===== src/rtl/atm_pkg.sv =====
// Shared definitions for the transaction generator: FSM state encoding,
// result codes and a counter-width helper.
package atm_pkg;

  typedef enum logic [2:0] {
    IDLE, CARD, DIGIT, WAIT_PIN, MONTO, WAIT_RESULT, DONE
  } estado_t;

  typedef enum logic [2:0] {
    RES_OK_DEPOSITO = 3'd0,
    RES_OK_RETIRO   = 3'd1,
    RES_FONDOS      = 3'd2,
    RES_PIN_FALLO   = 3'd3,
    RES_BLOQUEO     = 3'd4,
    RES_TIMEOUT     = 3'd5
  } resultado_t;

  // Width of a counter that spans 0..n-1, never narrower than one bit.
  function automatic int cnt_w(input int n);
    return (n > 1) ? $clog2(n) : 1;
  endfunction

endpackage


===== src/rtl/generador_transacciones_if.sv =====
// Card-controller bus: request side driven by the generator (master),
// response flags driven by the controller (slave).
//   tarjeta_recibida, tipo_tarjeta, digito/digito_stb, tipo_transaccion,
//   monto/monto_stb                                   : master -> slave
//   balance_actualizado, entregar_dinero, fondos_insuficientes,
//   pin_incorrecto, bloqueo, advertencia              : slave -> master
interface generador_transacciones_if;
  logic        tarjeta_recibida;
  logic        tipo_tarjeta;
  logic [3:0]  digito;
  logic        digito_stb;
  logic        tipo_transaccion;
  logic [31:0] monto;
  logic        monto_stb;
  logic        balance_actualizado;
  logic        entregar_dinero;
  logic        fondos_insuficientes;
  logic        pin_incorrecto;
  logic        bloqueo;
  logic        advertencia;

  modport master (
    output tarjeta_recibida, tipo_tarjeta, digito, digito_stb,
           tipo_transaccion, monto, monto_stb,
    input  balance_actualizado, entregar_dinero, fondos_insuficientes,
           pin_incorrecto, bloqueo, advertencia
  );

  modport slave (
    input  tarjeta_recibida, tipo_tarjeta, digito, digito_stb,
           tipo_transaccion, monto, monto_stb,
    output balance_actualizado, entregar_dinero, fondos_insuficientes,
           pin_incorrecto, bloqueo, advertencia
  );
endinterface


===== src/rtl/serializador_pin.sv =====
// PIN serializer: on load, emits the four BCD nibbles of pin (MSB nibble
// first) as one-cycle strobes separated by DIGIT_GAP idle cycles.
//   clk, rst (sync, active-low), load : control
//   pin    : 16-bit PIN, must stay stable while sending
//   digito : current nibble (0 outside a strobe)
//   stb    : digit strobe; fin : high together with the 4th strobe
module serializador_pin #(
  parameter int DIGIT_GAP = 1
) (
  input  logic        clk,
  input  logic        rst,
  input  logic        load,
  input  logic [15:0] pin,
  output logic [3:0]  digito,
  output logic        stb,
  output logic        fin
);
  localparam int GW = (DIGIT_GAP > 0) ? $clog2(DIGIT_GAP + 1) : 1;

  logic          activo;
  logic [1:0]    idx;
  logic [GW-1:0] gap;
  logic [3:0]    nib;

  // A strobe fires whenever the gap countdown has drained.
  assign stb    = activo && (gap == '0);
  assign fin    = stb && (idx == 2'd3);
  assign digito = stb ? nib : 4'h0;

  always_comb begin
    nib = pin[15:12];
    case (idx)
      2'd0: nib = pin[15:12];
      2'd1: nib = pin[11:8];
      2'd2: nib = pin[7:4];
      2'd3: nib = pin[3:0];
      default: nib = pin[15:12];
    endcase
  end

  always_ff @(posedge clk) begin
    if (!rst) begin
      activo <= 1'b0;
      idx    <= 2'd0;
      gap    <= '0;
    end else if (load) begin
      activo <= 1'b1;
      idx    <= 2'd0;
      gap    <= '0;
    end else if (activo) begin
      if (stb) begin
        idx <= idx + 2'd1;
        gap <= GW'(DIGIT_GAP);
        if (idx == 2'd3) activo <= 1'b0;
      end else begin
        gap <= gap - 1'b1;
      end
    end
  end
endmodule


===== src/rtl/generador_transacciones.sv =====
// Cashier-side front end for the card controller. Captures a request on
// start, presents the card, sends the PIN (with retries), sends the amount
// and folds the controller's response flags into one result code.
//   clk, rst (sync, active-low)
//   start, tipo_tarjeta_in, pin_in, tipo_transaccion_in, monto_in : request
//   bus      : controller side (master modport)
//   busy, done, resultado, intentos : status towards the UI
module generador_transacciones
  import atm_pkg::*;
#(
  parameter int DIGIT_GAP    = 1,
  parameter int PIN_WAIT     = 8,
  parameter int TIMEOUT      = 64,
  parameter int MAX_INTENTOS = 3
) (
  input  logic        clk,
  input  logic        rst,
  input  logic        start,
  input  logic        tipo_tarjeta_in,
  input  logic [15:0] pin_in,
  input  logic        tipo_transaccion_in,
  input  logic [31:0] monto_in,
  generador_transacciones_if.master bus,
  output logic        busy,
  output logic        done,
  output logic [2:0]  resultado,
  output logic [1:0]  intentos
);
  localparam int CW = (cnt_w(PIN_WAIT) > cnt_w(TIMEOUT)) ? cnt_w(PIN_WAIT) : cnt_w(TIMEOUT);
  localparam logic [CW-1:0] PIN_LAST = CW'(PIN_WAIT - 1);
  localparam logic [CW-1:0] TO_LAST  = CW'(TIMEOUT - 1);
  localparam logic [1:0]    MAX_I    = 2'(MAX_INTENTOS);

  estado_t     state, state_n;
  logic [CW-1:0] cnt;
  logic [2:0]  res_n;
  logic [1:0]  int_n;
  logic        load, fin;
  logic [15:0] pin_r;
  logic        tt_r, tx_r;
  logic [31:0] monto_r;

  serializador_pin #(.DIGIT_GAP(DIGIT_GAP)) u_ser (
    .clk    (clk),
    .rst    (rst),
    .load   (load),
    .pin    (pin_r),
    .digito (bus.digito),
    .stb    (bus.digito_stb),
    .fin    (fin)
  );

  assign busy                 = (state != IDLE);
  assign done                 = (state == DONE);
  assign bus.tarjeta_recibida = busy;
  assign bus.monto_stb        = (state == MONTO);
  assign bus.tipo_tarjeta     = tt_r;
  assign bus.tipo_transaccion = tx_r;
  assign bus.monto            = monto_r;

  always_ff @(posedge clk) begin
    if (!rst) begin
      state     <= IDLE;
      cnt       <= '0;
      resultado <= '0;
      intentos  <= '0;
      pin_r     <= '0;
      tt_r      <= 1'b0;
      tx_r      <= 1'b0;
      monto_r   <= '0;
    end else begin
      state     <= state_n;
      resultado <= res_n;
      intentos  <= int_n;
      // Only the two waiting states count; any state change restarts it.
      if (state_n != state || !(state == WAIT_PIN || state == WAIT_RESULT))
        cnt <= '0;
      else
        cnt <= cnt + 1'b1;
      if (state == IDLE && start) begin
        pin_r   <= pin_in;
        tt_r    <= tipo_tarjeta_in;
        tx_r    <= tipo_transaccion_in;
        monto_r <= monto_in;
      end
    end
  end

  always_comb begin
    state_n = state;
    res_n   = resultado;
    int_n   = intentos;
    load    = 1'b0;
    case (state)
      IDLE: if (start) begin
        state_n = CARD;
        int_n   = 2'd0;
        res_n   = 3'd0;
      end
      CARD: begin
        state_n = DIGIT;
        load    = 1'b1;
      end
      DIGIT: if (fin) begin
        int_n   = intentos + 2'd1;
        state_n = WAIT_PIN;
      end
      WAIT_PIN: begin
        if (bus.bloqueo) begin
          res_n   = RES_BLOQUEO;
          state_n = DONE;
        end else if (bus.pin_incorrecto) begin
          if (intentos < MAX_I) begin
            load    = 1'b1;
            state_n = DIGIT;
          end else begin
            res_n   = RES_PIN_FALLO;
            state_n = DONE;
          end
        end else if (cnt == PIN_LAST) begin
          state_n = MONTO;
        end
      end
      MONTO: state_n = WAIT_RESULT;
      WAIT_RESULT: begin
        state_n = DONE;
        if (bus.bloqueo)                                          res_n = RES_BLOQUEO;
        else if (bus.fondos_insuficientes)                        res_n = RES_FONDOS;
        else if (!tx_r && bus.balance_actualizado)                res_n = RES_OK_DEPOSITO;
        else if (tx_r && bus.balance_actualizado && bus.entregar_dinero) res_n = RES_OK_RETIRO;
        else if (cnt == TO_LAST)                                  res_n = RES_TIMEOUT;
        else                                                      state_n = WAIT_RESULT;
      end
      DONE: state_n = IDLE;
      default: state_n = IDLE;
    endcase
  end
endmodule


===== src/flat_wrapper.sv =====
// flat-port wrapper written by rule: the top's interface ports become plain ports
module generador_transacciones_flat import atm_pkg::*;
#(
  parameter int DIGIT_GAP    = 1,
  parameter int PIN_WAIT     = 8,
  parameter int TIMEOUT      = 64,
  parameter int MAX_INTENTOS = 3
)
  (clk, rst, start, tipo_tarjeta_in, pin_in, tipo_transaccion_in, monto_in, busy, done, resultado, intentos, bus_tarjeta_recibida, bus_tipo_tarjeta, bus_digito, bus_digito_stb, bus_tipo_transaccion, bus_monto, bus_monto_stb, bus_balance_actualizado, bus_entregar_dinero, bus_fondos_insuficientes, bus_pin_incorrecto, bus_bloqueo, bus_advertencia);
  generador_transacciones_if bus_i ();
  input  logic clk;
  input  logic rst;
  input  logic start;
  input  logic tipo_tarjeta_in;
  input  logic [15:0] pin_in;
  input  logic tipo_transaccion_in;
  input  logic [31:0] monto_in;
  output logic busy;
  output logic done;
  output logic [2:0] resultado;
  output logic [1:0] intentos;
  output wire logic [$bits(bus_i.tarjeta_recibida)-1:0] bus_tarjeta_recibida;
  output wire logic [$bits(bus_i.tipo_tarjeta)-1:0] bus_tipo_tarjeta;
  output wire logic [$bits(bus_i.digito)-1:0] bus_digito;
  output wire logic [$bits(bus_i.digito_stb)-1:0] bus_digito_stb;
  output wire logic [$bits(bus_i.tipo_transaccion)-1:0] bus_tipo_transaccion;
  output wire logic [$bits(bus_i.monto)-1:0] bus_monto;
  output wire logic [$bits(bus_i.monto_stb)-1:0] bus_monto_stb;
  input wire logic [$bits(bus_i.balance_actualizado)-1:0] bus_balance_actualizado;
  input wire logic [$bits(bus_i.entregar_dinero)-1:0] bus_entregar_dinero;
  input wire logic [$bits(bus_i.fondos_insuficientes)-1:0] bus_fondos_insuficientes;
  input wire logic [$bits(bus_i.pin_incorrecto)-1:0] bus_pin_incorrecto;
  input wire logic [$bits(bus_i.bloqueo)-1:0] bus_bloqueo;
  input wire logic [$bits(bus_i.advertencia)-1:0] bus_advertencia;
  assign bus_tarjeta_recibida = bus_i.tarjeta_recibida;
  assign bus_tipo_tarjeta = bus_i.tipo_tarjeta;
  assign bus_digito = bus_i.digito;
  assign bus_digito_stb = bus_i.digito_stb;
  assign bus_tipo_transaccion = bus_i.tipo_transaccion;
  assign bus_monto = bus_i.monto;
  assign bus_monto_stb = bus_i.monto_stb;
  assign bus_i.balance_actualizado = bus_balance_actualizado;
  assign bus_i.entregar_dinero = bus_entregar_dinero;
  assign bus_i.fondos_insuficientes = bus_fondos_insuficientes;
  assign bus_i.pin_incorrecto = bus_pin_incorrecto;
  assign bus_i.bloqueo = bus_bloqueo;
  assign bus_i.advertencia = bus_advertencia;
  generador_transacciones #(.DIGIT_GAP(DIGIT_GAP), .PIN_WAIT(PIN_WAIT), .TIMEOUT(TIMEOUT), .MAX_INTENTOS(MAX_INTENTOS)) u_core (.clk(clk), .rst(rst), .start(start), .tipo_tarjeta_in(tipo_tarjeta_in), .pin_in(pin_in), .tipo_transaccion_in(tipo_transaccion_in), .monto_in(monto_in), .bus(bus_i), .busy(busy), .done(done), .resultado(resultado), .intentos(intentos));
endmodule

===== config.mk =====
export PLATFORM = sky130hd
export DESIGN_NAME = generador_transacciones_flat
export DESIGN_NICKNAME = d
export VERILOG_FILES = /design/src/rtl/atm_pkg.sv /design/src/rtl/generador_transacciones_if.sv /design/src/rtl/serializador_pin.sv /design/src/rtl/generador_transacciones.sv /design/src/flat_wrapper.sv
export SDC_FILE = /design/constraint.sdc
export NUM_CORES = 1
export LEC_CHECK = 0
export BUFFER_PORTS_ARGS = -buffer_cell sky130_fd_sc_hd__buf_2
export CAP_MARGIN = 5
export CORE_MARGIN = 3
export CORE_UTILIZATION = 35
export DETAILED_ROUTE_END_ITERATION = 10
export GPL_TIMING_DRIVEN = 0
export PLACE_DENSITY_LB_ADDON = 0.1
export SKIP_CTS_REPAIR_TIMING = 1
export SLEW_MARGIN = 20
export SYNTH_ARGS = -nofsm -noshare
export SYNTH_HDL_FRONTEND = slang
export SYNTH_SLANG_ARGS = --single-unit

===== constraint.sdc =====
create_clock -name clk -period 2.31 [get_ports clk]
set_input_delay 0.1155 -clock clk [delete_from_list [all_inputs] [get_ports clk]]
set_output_delay 0.1155 -clock clk [all_outputs]
set_load 0.02 [all_outputs]

; After elaboration in Yosys (flattened, before gate mapping)
; Index checks and enable logic that the tools add are counted.
[totals]
ff_bits = 68
out_inout_bits = 48
[op_classes]
n_bitwise = 2
mux = 36
n_eq_ne = 17
magnitude_cmp = 1
add_sub_neg = 4
n_reduce_logical = 20
[op_table]
columns = cell, count
row1 = $mux 3, 19
row2 = $pmux 3 s6, 1
row3 = $pmux 4 s4, 1
row4 = $eq 3x3->1 const B, 3
row5 = $pmux 3 s3, 1
row6 = $mux 1, 8
row7 = $add 6x1->6 const B, 1
row8 = $eq 3x2->1 const B, 2
row9 = $eq 6x3->1 const B, 1
row10 = $eq 6x6->1 const B, 1
row11 = $logic_and 1x1->1, 6
row12 = $mux 2, 3
row13 = $ne 3x3->1 const B, 2
row14 = $ne 6x6->1 const B, 1
row15 = $reduce_bool 3->1, 2
row16 = $reduce_and 5->1, 1
row17 = $add 2x1->2 const B, 2
row18 = $eq 2x2->1 const B, 2
row19 = $mux 4, 1
row20 = $pmux 2 s2, 1
row21 = $reduce_or 2->1, 2
row22 = $eq 3x1->1 const B, 1
row23 = $logic_not 3->1, 1
row24 = $ne 3x3->1, 1
row25 = 13 further kinds, 16

; Longest topological paths before layout
; Gate-level depths: netlist (run 1).
[logic_depth]
depth_word = 10
mapped_depth = 7
depth_no_buf = 6

; Hierarchy
; Synthesis (run 1) repeated with hierarchy kept, for this count alone.
[hier_totals]
hier_cells = 362
hier_area_um2 = 3017.9
[by_module_without_submodules]
columns = mod, cells_each, n_inst, seq_area_each_um2, area_per_inst_um2
row1 = generador_transacciones, 324, 1, 1281.2, 2700.1
row2 = serializador_pin, 38, 1, 80.1, 317.8

; Worst setup path before layout (run 1)
; Ideal clock, no wire load.
[synth_timing]
path_type = register to register
from = reg u_core.cnt[0]
to = reg u_core.cnt[2]
t_required_ps = 2173
stages_incl_launch_ff = 7
path_buffers = 0
setup_time_ps = 137
synth_period_minus_slack_ps = 1860
t_arrival_ps = 1723
setup_slack_ps = 450
cell_sequence = dfxtp_1 ha_1 nand2_2 or4_4 nor3b_4 a2111oi_4 nor3_1
[synth_between]
elab_chain_cells = 10
[synth_rtl]
columns = element, line
row1 = start: declaration, generador_transacciones.sv:35  ; logic [CW-1:0] cnt;
row2 = start signal: assignment, generador_transacciones.sv:79  ; cnt <= cnt + 1'b1;
row3 = $eq 6x6->1, generador_transacciones.sv:131  ; else if (cnt == TO_LAST) res_n = RES_TIMEOUT;
row4 = $mux 2, generador_transacciones.sv:131
row5 = $mux 3, generador_transacciones.sv:130  ; else if (tx_r && bus.balance_actualizado && bus.entregar_dinero) res_n = RES_OK_RETIRO;
row6 = $mux 3, generador_transacciones.sv:129  ; else if (!tx_r && bus.balance_actualizado) res_n = RES_OK_DEPOSITO;
row7 = $mux 3, generador_transacciones.sv:128  ; else if (bus.fondos_insuficientes) res_n = RES_FONDOS;
row8 = $mux 3, generador_transacciones.sv:127  ; if (bus.bloqueo) res_n = RES_BLOQUEO;
row9 = $pmux 3 s6, generador_transacciones.sv:94  ; case (state)
row10 = $ne 3x3->1, generador_transacciones.sv:76  ; if (state_n != state || !(state == WAIT_PIN || state == WAIT_RESULT))
row11 = $logic_or 1x1->1, generador_transacciones.sv:76
row12 = $reduce_or 2->1 (no line), --
; Parallel ways exist; a longest one is shown, timed or not.
; A chain may end at the register's enable or synchronous reset.

; Worst setup path after layout (run 1)
[layout_timing]
from = reg u_core.cnt[0]
to = reg u_core.cnt[3]
; The elaborated chain is that of the path after synthesis.

==> results of run 1 <==
[worst max-delay path by stage]
stage	from	end	slack, ps	cells after the start
floorplan	u_core.cnt[0]	u_core.cnt[2]	450	6
detailed placement	u_core.cnt[0]	u_core.cnt[3]	280	6
global placement	u_core.cnt[0]	u_core.cnt[2]	290	6
CTS	u_core.cnt[0]	u_core.cnt[3]	270	6
finish	u_core.cnt[0]	u_core.cnt[3]	260	6
global route	u_core.cnt[0]	u_core.cnt[5]	170	6
[stage by stage]
step / area, sq um / hold WS (ps) / cells / power (mW) / utilization [%]
3_3_place_gp: 3630 / 366 / 562 / 1.76 / 44.0
4_1_cts: 3820 / 5.50 / 576 / 2.75 / 46.3
2_1_floorplan: 2980 / 260 / 353 / 1.59 / -
5_1_grt: 3820 / 12.9 / 576 / 2.86 / 46.3
3_5_place_dp: 3630 / 371 / 562 / 1.77 / 44.0
6_report: 3820 / 22.1 / 576 / 2.71 / 46.3
[flip-flops by register name, indices dropped and copies added, names as in the netlist, 2 cells and up]
signal,flops
u_core.bus.monto,32
u_core.pin_r,16
u_core.cnt,6
u_core.resultado,3
u_core.state,3
u_core.intentos,2
u_core.u_ser.idx,2
[kinds of logic after synthesis]
logic type	share of synthesized area (%)
flops	45.6
mux	1.01
buf+inv	4.91
xor+xnor	1.47
compound gates	20.1
fa+ha+maj	2.52
simple gates	24.3
[critical path, delay by kind of cell (launching register included)]
family / cells / cell delay, ps
compound gates: 1 / 530
flops: 1 / 350
fa+ha+maj: 1 / 220
simple gates: 4 / 820
[per-layer routing]
layer | wire [um] | vias to the layer above | GRT usage [%]
met5 | 0 | - | 0
met2 | 3590 | 80 | 26.6
met1 | 3470 | 1224 | 19.7
li1 | - | 1398 | -
met3 | 529 | 14 | 5.00
met4 | 159 | 0 | 7.46
[power breakdown]
group	switching (mW)	internal (mW)
clock	0.429	0.545
sequential	0.0382	1.25
combinational	0.277	0.171
total	0.744	1.96
[final cells by class]
type | instances | share of cell area [%]
Clock inverter | 2 | 0.916
Timing Repair Buffer | 104 | 13.6
Sequential cell | 68 | 35.6
Buffer | 23 | 3.24
Clock buffer | 12 | 4.06
Multi-Input combinational cell | 256 | 38.6
Inverter | 6 | 0.589
Tap cell | 105 | 3.43
[Yosys cell counts (all sizes together)]
cell	count	share of area [%]
nand2	116	15
dfxtp	68	46
a21boi	52	13
nor2	17	2.1
clkbuf	15	2.6
a21oi	8	1.3
buf	8	1.6
nor3	7	1.2
ha	6	2.5
inv	6	0.75
nand3	6	1.0
nor2b	6	1.3
a222oi	4	1.3
mux2i	3	1.0
nand2b	3	0.63
o21ai	3	0.50
xnor2	3	0.88
a2111oi	2	1.8
a21o	2	0.55
and2b	2	0.59
nand3b	2	0.50
nor3b	2	0.88
xor2	2	0.59
a22oi	1	0.25
and2	1	0.21
and4	1	0.29
nand4	1	0.21
o211a	1	0.34
o211ai	1	0.25
o221a	1	0.38
o31ai	1	0.25
or2b	1	0.29
or4	1	0.38
==> results by group, run 1 <==
Run status
  • Status: completed

Global routing
  • Gr usage total: 16.3%
  • Initial antenna violation count: 0
  • Grt ovf: 0
  • First-pass GRT wire length: 12700 um
  • Vias in the first global route: 2718
  • Largest net degree at the start of global routing: 11

Route
  • DR vias: 2716
  • Wirelength per Cell: 13.5 um
  • Final ANT Viol Nets: 0
  • Residual DRC: 0
  • 1st-iter DRT viols: 84
  • Routed vias/inst: 4.72
  • Routed Wire Length: 7750 um
  • Pre-antenna DRT Iters: 4

STA
  • Final hold viol count: 0
  • Fin Setup TNS: 0 ps
  • Worst slew pin tran: 519 ps
  • Slew Viols, Final: 0
  • Final setup vio count: 0
  • Unrepaired setup endpoints after global routing: false
  • Max Fclk: 487 MHz
  • Setup ws final: 257 ps
  • Minimum clock period: 2050 ps
  • Fin crit share: 88.9%
  • Worst rel slew slack: 65.4%
  • Clock Skew: 7.71 ps

Logic synthesis
  • Synth warnings: 0
  • Post-synthesis net count: 418
  • Seq cells post-synth: 68
  • Mapped Area: 0.00298 sq mm
  • Sequential area share after synthesis: 45.6%
  • Synth Instances: 353
  • Synth cell types: 38
  • Average size of a mapped cell: 8.45 sq um

Floorplanning
  • Die width: 98.3 um
  • Io pins: 107
  • Starting Density: 36.1%
  • # rows: 33
  • CORE AREA: 0.00826 sq mm
  • Die area: 0.00967 sq mm
  • Die Y: 98.3 um

Cells and area
  • Commonest non-fill, non-tap cell in the layout: nand2_1
  • Most frequent cells in the layout: nand2_1, buf_2, dfxtp_1
  • # diodes: 0
  • Register area: 0.00136 sq mm
  • Fraction of layout cells with a size suffix above 1: 29.3%
  • # fillers: 884
  • Nets: 533
  • Area of the multi-input gates: 0.00148 sq mm
  • Area Overhead vs Synth: 28.2%

CTS
  • Worst-path clk slew: 70 ps
  • CTS Buf Count: 9
  • CTS tree: done
  • CTS Root Cell: clkbuf_8
  • Clock Latency Late Sink: 340 ps
  • Clk buf depth: 2
  • H-tree levels: 3
  • Sink Count: 68

Setup path
  • Critical path fanouts, max: 7
  • R2R cell count: 6
  • Worst r2r src: u_core.cnt[0]
  • WS Path Type: register to register
  • Crit path largest cell delay: 530 ps
  • Cells along the critical path: ha_1, nand2_2, or4_4, nor3b_4, a2111oi_4, nor3_1
  • CP Capture Type: register
  • Worst R2R End: u_core.cnt[3]
  • Startpoint types: register
  • R2r setup slk: 260 ps
  • Arrival time worst endpoint: 2260 ps
  • CP Data Required Time: 2520 ps
  • Crit path max-delay cell type: a2111oi_4

Min path
  • Hold Path Stages: 3
  • Worst hold path class: input port to register
  • Hold_sp: pin_in[9]
  • Worst Hold Endpoint: u_core.pin_r[9]

Placed design
  • Port-buffer cells: 104
  • Worst slack, placed: 277 ps
  • RD Place Congestion: 0.836
  • HPWL after DPL: 5800 um

Pwr
  • Power per cell area: 708 mW/mm^2
  • P_leak: 1.69 nW
  • Worst vdd ir: 0.339 mV

Run
  • Max Cap Viol: 0
No activity file was read; power rests on OpenSTA's default activity.
==> run 2: changes to the inputs <==
Settings changed: CELL_PAD_IN_SITES_DETAIL_PLACEMENT set to 0, CELL_PAD_IN_SITES_GLOBAL_PLACEMENT set to 1, SLEW_MARGIN 20 to not set.
==> run 2 against run 1 <==
  * Worst setup slack improved by 0.99 ps
  * Utilization up 0.55 points
  * Global-route usage down 0.22 points
  * Via count down 0.70%
  * Critical path depth is the same
  * Sequential share of layout area fell by 0.41 points
  * Critical path type unchanged
==> results by group, run 2 (synthesis results as in run 1) <==
Run status
  • Status: completed (unchanged)

STA
  • Final setup vio count: 0 (unchanged)
  • Slew Viols, Final: 0 (unchanged)
  • Minimum clock period: 2050 ps (about the same)
  • Clock Skew: 9.79 ps (was 7.71 ps)
  • Worst slew pin tran: 503 ps (was 519 ps)
  • Unrepaired setup endpoints after global routing: false (unchanged)
  • Fin crit share: 88.8% (was 88.9%)
  • Worst hold slack: 15.0 ps (was 22.1 ps)
  • Fin Setup TNS: 0 ps (unchanged)
  • Max Fclk: 487 MHz (about the same)
  • Worst rel slew slack: 66.5% (was 65.4%)
  • Final hold viol count: 0 (unchanged)

Placed design
  • RD Place Congestion: 0.822 (was 0.836)
  • Port-buffer cells: 104 (unchanged)
  • Placed Cells: 562 (unchanged)
  • HPWL after DPL: 5670 um (was 5800 um)

Min path
  • Worst hold path class: input port to register (unchanged)
  • Worst Hold Endpoint: u_core.bus.monto[30] (was u_core.pin_r[9])
  • Hold Path Stages: 3 (unchanged)
  • Hold_sp: monto_in[30] (was pin_in[9])

Setup path
  • Arrival time worst endpoint: 2250 ps (was 2260 ps)
  • R2R cell count: 6 (unchanged)
  • CP Capture Type: register (unchanged)
  • Worst r2r src: u_core.cnt[0] (unchanged)
  • WS Path Type: register to register (unchanged)
  • Critical path fanouts, max: 7 (unchanged)
  • CP Data Required Time: 2510 ps (was 2520 ps)
  • Startpoint types: register (unchanged)
  • Crit path max-delay cell type: a2111oi_4 (unchanged)
  • R2r setup slk: 260 ps (about the same)
  • Cells along the critical path: ha_1, nand2_2, or4_4, nor3b_4, a2111oi_4, nor3_1 (unchanged)
  • Worst R2R End: u_core.cnt[5] (was u_core.cnt[3])
  • Crit path largest cell delay: 520 ps (was 530 ps)

CTS
  • CTS Buf Count: 9 (unchanged)
  • CTS Root Cell: clkbuf_8 (unchanged)
  • H-tree levels: 3 (unchanged)
  • Sink Count: 68 (unchanged)
  • Clk buf depth: 2 (unchanged)
  • CTS tree: done (unchanged)
  • Worst-path clk slew: 80 ps (was 70 ps)
  • Clock Latency Late Sink: 340 ps (about the same)

Cells and area
  • # diodes: 0 (unchanged)
  • Commonest non-fill, non-tap cell in the layout: nand2_1 (unchanged)
  • Area Overhead vs Synth: 29.7% (was 28.2%)
  • Post-Route Utilization: 46.9% (was 46.3%)
  • Nets: 533 (unchanged)
  • Most frequent cells in the layout: nand2_1, buf_2, dfxtp_1 (unchanged)
  • Layout Cells excl Fill: 578 (was 576)
  • Fraction of layout cells with a size suffix above 1: 29.8% (was 29.3%)
  • Max FFs per register: 32 (unchanged)
  • # fillers: 869 (was 884)

Floorplanning
  • Die width: 98.3 um (unchanged)
  • Die area: 0.00967 sq mm (unchanged)
  • Die Y: 98.3 um (unchanged)
  • Starting Density: 36.1% (unchanged)
  • CORE AREA: 0.00826 sq mm (unchanged)
  • Io pins: 107 (unchanged)
  • # rows: 33 (unchanged)

Global routing
  • Grt ovf: 0 (unchanged)
  • Initial antenna violation count: 0 (unchanged)
  • Largest net degree at the start of global routing: 13 (was 11)
  • Gr usage total: 16.1% (was 16.3%)
  • Vias in the first global route: 2589 (was 2718)
  • First-pass GRT wire length: 12500 um (was 12700 um)

Route
  • Wirelength per Cell: 13.3 um (was 13.5 um)
  • Routed vias/inst: 4.67 (was 4.72)
  • 1st-iter DRT viols: 78 (was 84)
  • Routed Wire Length: 7700 um (was 7750 um)
  • Pre-antenna DRT Iters: 4 (unchanged)
  • Final ANT Viol Nets: 0 (unchanged)
  • Residual DRC: 0 (unchanged)
  • DR vias: 2697 (was 2716)

Pwr
  • Worst vdd ir: 0.407 mV (was 0.339 mV)
  • Power per cell area: 739 mW/mm^2 (was 708 mW/mm^2)
  • Int Pwr: 2.09 mW (was 1.96 mW)
  • Net Switching: 0.774 mW (was 0.744 mW)
  • Sw Ratio: 27.1% (was 27.5%)
  • Clk pwr share: 39.4% (was 36.0%)
  • Reg power frac: 44.8% (was 47.4%)
  • P_leak: 1.70 nW (was 1.69 nW)
  • Logic pwr share: 15.8% (was 16.6%)

Run
  • Max Cap Viol: 0 (unchanged)
==> run 2: cell types whose count changed in the layout (fill, tap and decap cells not counted), sizes merged <==
cell | previous run | this run
clkbuf | 27 | 26
bufinv | 1 | 2
clkinvlp | 0 | 2
==> run 2: how the worst max path moves through the flow <==
stage / startpoint / endpoint / slack [ps] / depth (start not counted)
2_1_floorplan: u_core.cnt[0] / u_core.cnt[2] / 450 / 6
3_3_place_gp: u_core.cnt[0] / u_core.cnt[2] / 270 / 6
3_5_place_dp: u_core.cnt[0] / u_core.cnt[5] / 250 / 6
4_1_cts: u_core.cnt[0] / u_core.cnt[5] / 240 / 6
5_1_grt: u_core.cnt[0] / u_core.cnt[3] / 100 / 6
6_report: u_core.cnt[0] / u_core.cnt[5] / 260 / 6
==> run 2: power groups by stage <==
stage	sequential [mW]	combinational, mW	clock (mW)
6_report	1.28	0.452	1.13
5_1_grt	1.29	0.507	1.21
4_1_cts	1.28	0.459	1.17
3_5_place_dp	1.31	0.457	0
3_3_place_gp	1.31	0.455	0
2_1_floorplan	1.36	0.233	0
==> run 2: per-layer routing <==
layer / vias to the layer above / track usage [%] / share of wire [%]
met2: 74 / 26.4 / 46
met4: 0 / 4.41 / 1.0
met3: 6 / 6.29 / 7.5
li1: 1394 / - / -
met5: - / 0 / 0
met1: 1223 / 19.7 / 45
==> run 2: layout make-up <==
| type | instances | area, sq um | area share, % |
|---|---|---|---|
| multi-input cells | 256 | 1480 | 38.1 |
| inverters | 6 | 22.5 | 0.582 |
| well taps | 105 | 131 | 3.39 |
| repair buffers | 104 | 520 | 13.4 |
| flip-flops and latches | 68 | 1360 | 35.2 |
| clock buffers | 11 | 151 | 3.91 |
| plain buffers | 23 | 124 | 3.20 |
| clock inverters | 5 | 83.8 | 2.17 |
==> run 2: critical path: cells and delay by family (launching register included) <==
kind            cells  cell delay, ps
simple gates        4             820
compound gates      1             520
flops               1             350
fa+ha+maj           1             230
==> run 2: stage by stage <==
step / worst slack (ps) / power [mW] / instance area [sq um]
floorplan: 450 / 1.59 / 2980
global placement: 265 / 1.76 / 3630
detailed placement: 251 / 1.77 / 3630
CTS: 237 / 2.91 / 3870
global route: 96.0 / 3.01 / 3870
finish: 258 / 2.86 / 3870
